==> config.mk <==
export PLATFORM = sky130hd
export DESIGN_NAME = bot_state_loader
export DESIGN_NICKNAME = d
export VERILOG_FILES = /design/src/rtl/bot_state_loader.sv
export SDC_FILE = /design/constraint.sdc
export NUM_CORES = 1
export LEC_CHECK = 0
export ABC_CLOCK_PERIOD_IN_PS = 2900
export BUFFER_PORTS_ARGS = -buffer_cell sky130_fd_sc_hd__clkbuf_2
export CAP_MARGIN = 20
export CORE_AREA = 2 2 231 233
export CTS_BUF_LIST = sky130_fd_sc_hd__clkbuf_8
export CTS_CLUSTER_DIAMETER = 60
export DETAILED_ROUTE_END_ITERATION = 6
export DIE_AREA = 0 0 233 235
export SYNTH_ARGS = -nofsm -noshare
export SYNTH_HDL_FRONTEND = slang
export SYNTH_SLANG_ARGS = --single-unit
==> constraint.sdc <==
create_clock -name clk -period 2.9 [get_ports clk]
set_input_delay 0 -clock clk [delete_from_list [all_inputs] [get_ports clk]]
set_output_delay 0 -clock clk [all_outputs]
set_load 0.05 [all_outputs]
==> src/rtl/bot_state_loader.sv <==
// bot_state_loader: gathers per-bot (vx, vy, x, y) records, converts them to Q-format and publishes one snapshot per round.
// Define BOT_LOADER_SAT_EN to clamp out-of-range values and report sat_flag; otherwise values wrap.
module bot_state_loader #(
  parameter int NUM_BOTS    = 3,
  parameter int IN_W        = 32,
  parameter int IN_FRAC     = 16,
  parameter int OUT_W       = 16,
  parameter int OUT_FRAC    = 11,
  parameter int DONE_CYCLES = 4
) (
  input  logic                      clk,
  input  logic                      rst,
  input  logic                      output_check,
  input  logic [NUM_BOTS-1:0]       bot_valid,
  input  logic [NUM_BOTS*IN_W-1:0]  bot_vx,
  input  logic [NUM_BOTS*IN_W-1:0]  bot_vy,
  input  logic [NUM_BOTS*IN_W-1:0]  bot_x,
  input  logic [NUM_BOTS*IN_W-1:0]  bot_y,
  output logic [NUM_BOTS-1:0]       bot_ack,
  output logic [NUM_BOTS*OUT_W-1:0] out_vx,
  output logic [NUM_BOTS*OUT_W-1:0] out_vy,
  output logic [NUM_BOTS*OUT_W-1:0] out_x,
  output logic [NUM_BOTS*OUT_W-1:0] out_y,
  output logic [NUM_BOTS-1:0]       sat_flag,
  output logic                      read_done
);
  localparam int SH = IN_FRAC - OUT_FRAC;
  localparam int XW = NUM_BOTS > 1 ? $clog2(NUM_BOTS) : 1;
  localparam int CW = $clog2(DONE_CYCLES + 1);
  localparam int FW = NUM_BOTS * OUT_W;
  typedef enum logic [1:0] {IDLE, SCAN, DONE} state_t;
`ifdef BOT_LOADER_SAT_EN
  // The shifted value fits OUT_W iff the input bits from the new sign bit upward all agree.
  function automatic logic ovf(input logic [IN_W-1:0] v);
    return !(&v[IN_W-1:OUT_W-1+SH] || !(|v[IN_W-1:OUT_W-1+SH]));
  endfunction
  function automatic logic [OUT_W-1:0] cvt(input logic [IN_W-1:0] v);
    return ovf(v) ? (v[IN_W-1] ? {1'b1, {(OUT_W-1){1'b0}}} : {1'b0, {(OUT_W-1){1'b1}}})
                  : OUT_W'($signed(v) >>> SH);
  endfunction
`else
  function automatic logic [OUT_W-1:0] cvt(input logic [IN_W-1:0] v);
    return OUT_W'($signed(v) >>> SH);
  endfunction
`endif
  state_t state_q, state_d;
  logic [XW-1:0] idx_q, idx_d;
  logic [CW-1:0] cnt_q, cnt_d;
  logic [NUM_BOTS-1:0] cap_q, cap_d, ack_q, ack_d;
  logic pend_q, pend_d, oc_q, rise, take;
  logic [FW-1:0] stg_vx_q, stg_vx_d, stg_vy_q, stg_vy_d, stg_x_q, stg_x_d, stg_y_q, stg_y_d;
  logic [FW-1:0] o_vx_q, o_vx_d, o_vy_q, o_vy_d, o_x_q, o_x_d, o_y_q, o_y_d;
`ifdef BOT_LOADER_SAT_EN
  logic [NUM_BOTS-1:0] stg_sat_q, stg_sat_d, sat_q, sat_d;
  assign sat_flag = sat_q;
`else
  assign sat_flag = '0;
`endif
  assign rise      = output_check & ~oc_q;
  assign take      = state_q == SCAN && bot_valid[idx_q] && !cap_q[idx_q];
  assign bot_ack   = ack_q;
  assign read_done = state_q == DONE;
  assign out_vx    = o_vx_q;
  assign out_vy    = o_vy_q;
  assign out_x     = o_x_q;
  assign out_y     = o_y_q;
  always_comb begin
    state_d  = state_q;
    idx_d    = idx_q;
    cnt_d    = cnt_q;
    cap_d    = cap_q;
    ack_d    = '0;
    pend_d   = pend_q;
    stg_vx_d = stg_vx_q;
    stg_vy_d = stg_vy_q;
    stg_x_d  = stg_x_q;
    stg_y_d  = stg_y_q;
    o_vx_d   = o_vx_q;
    o_vy_d   = o_vy_q;
    o_x_d    = o_x_q;
    o_y_d    = o_y_q;
`ifdef BOT_LOADER_SAT_EN
    stg_sat_d = stg_sat_q;
    sat_d     = sat_q;
`endif
    if (take) begin
      stg_vx_d[idx_q*OUT_W +: OUT_W] = cvt(bot_vx[idx_q*IN_W +: IN_W]);
      stg_vy_d[idx_q*OUT_W +: OUT_W] = cvt(bot_vy[idx_q*IN_W +: IN_W]);
      stg_x_d[idx_q*OUT_W +: OUT_W]  = cvt(bot_x[idx_q*IN_W +: IN_W]);
      stg_y_d[idx_q*OUT_W +: OUT_W]  = cvt(bot_y[idx_q*IN_W +: IN_W]);
`ifdef BOT_LOADER_SAT_EN
      stg_sat_d[idx_q] = ovf(bot_vx[idx_q*IN_W +: IN_W]) | ovf(bot_vy[idx_q*IN_W +: IN_W])
                       | ovf(bot_x[idx_q*IN_W +: IN_W]) | ovf(bot_y[idx_q*IN_W +: IN_W]);
`endif
      cap_d[idx_q] = 1'b1;
      ack_d[idx_q] = 1'b1;
    end
    case (state_q)
      SCAN:
        if (take && &cap_d) begin
          state_d = DONE;
          cap_d   = '0;
          idx_d   = '0;
          cnt_d   = '0;
          o_vx_d  = stg_vx_d;
          o_vy_d  = stg_vy_d;
          o_x_d   = stg_x_d;
          o_y_d   = stg_y_d;
`ifdef BOT_LOADER_SAT_EN
          sat_d   = stg_sat_d;
`endif
        end else idx_d = idx_q == XW'(NUM_BOTS - 1) ? '0 : idx_q + 1'b1;
      DONE: begin
        cnt_d  = cnt_q + 1'b1;
        pend_d = pend_q | rise;
        if (cnt_q == CW'(DONE_CYCLES - 1)) begin
          state_d = (pend_q | rise) ? SCAN : IDLE;
          pend_d  = 1'b0;
        end
      end
      default: state_d = rise ? SCAN : IDLE;
    endcase
  end
  always_ff @(posedge clk) begin
    if (rst) begin
      state_q  <= SCAN;
      idx_q    <= '0;
      cnt_q    <= '0;
      cap_q    <= '0;
      ack_q    <= '0;
      pend_q   <= 1'b0;
      oc_q     <= 1'b0;
      stg_vx_q <= '0;
      stg_vy_q <= '0;
      stg_x_q  <= '0;
      stg_y_q  <= '0;
      o_vx_q   <= '0;
      o_vy_q   <= '0;
      o_x_q    <= '0;
      o_y_q    <= '0;
`ifdef BOT_LOADER_SAT_EN
      stg_sat_q <= '0;
      sat_q     <= '0;
`endif
    end else begin
      state_q  <= state_d;
      idx_q    <= idx_d;
      cnt_q    <= cnt_d;
      cap_q    <= cap_d;
      ack_q    <= ack_d;
      pend_q   <= pend_d;
      oc_q     <= output_check;
      stg_vx_q <= stg_vx_d;
      stg_vy_q <= stg_vy_d;
      stg_x_q  <= stg_x_d;
      stg_y_q  <= stg_y_d;
      o_vx_q   <= o_vx_d;
      o_vy_q   <= o_vy_d;
      o_x_q    <= o_x_d;
      o_y_q    <= o_y_d;
`ifdef BOT_LOADER_SAT_EN
      stg_sat_q <= stg_sat_d;
      sat_q     <= sat_d;
`endif
    end
  end
endmodule
==> results.md <==
* CTS Buf Count at between 70 and 80
* Final period util at a little over nine tenths
* Cell variety after synth at 45
* Reg2Reg Depth at 7
* Maximum fanout along the worst path at 36
* Cell Chain, Critical Path: inv_2, buf_4, o211ai_2, and3_4, buf_4, a21oi_1, a211oi_2
* Reg2Reg Capture Point: out_vy[29]
* Ys async rst share at 0%
* Pre-CTS worst setup slack at approximately 0.19 ns
* Placed Cells at 2651
* Worst Setup EP: out_vy[29]
* Maximum VDD drop at between 0.0004 and 0.0005 V
* Final TNS setup at 0 ns
* DR WL/cell at 20.5 µm
* Max-slew violation count at 0
* Worst min path class: input pin to register
* Final setup vio count at 0
* Slew @ Worst Pin at 0.725 ns
* Final hold viol count at 0
* First drt pass iteration count at 5
* Max_slew headroom at around 50%
* Port Buffers at ~390
* Placement Rows at 84
* Worst skew pair latency at roughly 0.65 ns
* First-pass GRT wire length at 91.6 mm
* Internal power at roughly 11 mW
* Multi-input combinational cell area at 7730 µm²
* Sequential fraction of the synthesis area at 47.6%
* Final Cell Area at roughly 23000 µm²
* Share of layout cells above drive strength 1 at a little under a third
* Register-to-register setup slack at ~0.17 ns
* Net Sw Frac at 38.9%
* Initial core utilization at about a third
* # IOs at 589
* Synth Warn # at 0
* 1st-iter DRT viols at 890
* Crit end category: register
* Crit path largest cell delay at 0.57 ns
* CTS Buffer Depth at 3
* Leakage at between 8 and 9 nW
* Vias per cell at ~5.2
* Die footprint at 54800 µm²
* Cell area power density at 824 nW/µm²
* DIE WIDTH at between 200 and 250 µm
* Placer Congestion at approximately 0.82
* Most frequent cells in the layout: dfxtp_1, clkbuf_2, nor2_1
* Minimum clock period at 2.73 ns
* CTS tree: done
* Syn Std Cell Area at between 15000 and 20000 µm²
* Fmax at 0.366 GHz
* Synth Register Bits at ~400
* Initial antenna violation count at 4
* Worst path top cell family by delay: buffers and inverters
* Number of synthesized flops with an enable pin at 0
* Filler-free cell count of the finished design at ~3000
* Gate power share at 36.6%
* Grt total ovfl at 0
* WP data required at between 3 and 4 ns
* Clock Skew at about 0.032 ns
* Status: finished clean
* Core box area at around 52000 µm²
* Largest net degree at the start of global routing at around 110
* Vias in the first global route at between 15000 and 20000
* CTS sink count at about 400
* Clock share of power at 30.5%
* Reg2Reg Launch Point: idx_q[1]
* Detailed Route WL at around 60 mm
* CTS H-tree lvls at 3
* NumNets Final at 2609
* HPWL Detailed at just under 40 mm
* Post-route DRC at 0
* Root buffer cell: clkbuf_8
* Max-Cap Viols at 0
* Critical path launch point: idx_q[1]
* Final ANT Viol Nets at 0
* Flop pwr share at approximately a third
* Crit path launch type: register
* Crit path depth at 7
* Syn Area/Cell at between 9 and 10 µm²
* Worst-path clk slew at 0.06 ns
* Predominant post-synthesis flop cell: dfxtp_1
* Fill cell count at 4962
* Area grow syn2layout at 35.7%
* Final Util at between 40% and 50%
* CP max-delay cell: dfxtp_4
* Critical path buffers and inverters at 3
* Post-synthesis instance total at around 1700
* Fin worst setup slack at 0.170 ns
* Most Frequent Cell on Critical Path: buf_4
* P_sw at ~7.3 mW
* Crit path kind: register to register
* CP arrival at ~3.3 ns
* DIE HEIGHT at approximately 240 µm
* Hold Startpoint: bot_vx[20]
* Cell Area, Placed at 19400 µm²
* Vias post-DR at between 15000 and 20000
* RSZ-0062 raised after global routing: false
* Most common cell after layout, fill and taps aside: dfxtp_1
* Total GRT Usage at a little over a fifth
* Register area at between 7000 and 8000 µm²
worst min-delay path by stage:
| stage | depth (start not counted) | endpoint |
|---|---|---|
| 3_3_place_gp | 2 | oc_q |
| 6_report | 5 | stg_vx_q[47] |
| 3_5_place_dp | 2 | oc_q |
| 5_1_grt | 5 | stg_vx_q[12] |
| 2_1_floorplan | 1 | oc_q |
| 4_1_cts | 5 | stg_vx_q[47] |
cells in the mapped netlist (8+ instances only):
| master | instances | share of area [%] |
|---|---|---|
| a211oi_2 | 115 | 8.6 |
| dfxtp_1 | 399 | 48 |
| buf_4 | 31 | 1.4 |
| a211oi_1 | 78 | 3.5 |
| inv_1 | 8 | 0.18 |
| o21ai_0 | 45 | 1.3 |
| a22oi_1 | 128 | 5.7 |
| a21oi_1 | 189 | 5.6 |
| buf_2 | 39 | 1.2 |
| nand2_1 | 69 | 1.5 |
| ha_1 | 11 | 0.82 |
| nor2_1 | 197 | 4.4 |
| o21ai_1 | 21 | 0.63 |
| a21oi_2 | 10 | 0.52 |
| and4_1 | 66 | 3.4 |
| mux2i_1 | 128 | 7.6 |
| buf_6 | 12 | 0.81 |
| clkbuf_1 | 95 | 2.1 |
cell families after synthesis:
| logic type | Yosys count | synth area share (%) |
|---|---|---|
| mux | 128 | 7.64 |
| flops | 399 | 47.6 |
| compound gates | 601 | 26.8 |
| simple gates | 355 | 10.5 |
| buf+inv | 198 | 6.58 |
| other cells | 1 | 0.0224 |
| fa+ha+maj | 11 | 0.821 |
power by group through the flow:
stage	Sequential, mW	Combinational [mW]	Clock [mW]
after detailed placement	6.27	6.39	0
after global placement	6.26	6.33	0
after global routing	6.19	7.34	6.15
final	6.16	6.86	5.72
after floorplan	6.72	3.99	0
after CTS	6.16	6.85	5.86
through the flow:
stage	hold WS [ns]	power, mW
after floorplan	0.128	10.7
after global placement	0.235	12.6
after detailed placement	0.243	12.7
after CTS	0.000359	18.9
after global routing	0.0275	19.7
final	0.0439	18.7
area by class of cell:
class	instances	share of cell area, %
Antenna cell	5	0.0550
Clock buffer	94	5.69
Clock inverter	38	1.29
Inverter	10	0.165
Multi-Input combinational cell	1098	34.0
Sequential cell	399	35.2
Tap cell	688	3.78
Timing Repair Buffer	626	19.9
state kept, by name, indices dropped and copies added (netlist names):
register and flops:
bot_ack 3, state_q 2, out_x 48, idx_q 2, stg_y_q 48, stg_x_q 48, out_vy 48, oc_q 1
stg_vx_q 48, cnt_q 3, out_y 48, cap_q 3, stg_vy_q 48, out_vx 48, pend_q 1
timing repair:
action,CTS,global route
gates resized for setup,0,2
buffers inserted,0,0
hold endpoints to repair,360,0
hold buffers,170,0
setup endpoints to repair,0,39
worst reg2reg max path: stages (launching register included):
cell,delay (ns)
dfxtp_4,0.57
inv_2,0.15
buf_4,0.28
o211ai_2,0.27
and3_4,0.57
buf_4,0.42
a21oi_1,0.16
a211oi_2,0.23
layer usage:
metal | up-vias | share of wire [%] | global-route usage [%]
met5 | - | 0 | 0
met4 | 0 | 3.1 | 7.95
met2 | 557 | 45 | 34.2
li1 | 7289 | - | -
met1 | 7488 | 45 | 28.3
met3 | 114 | 6.9 | 5.32
Note: power is estimated with default switching activity, not from simulation.
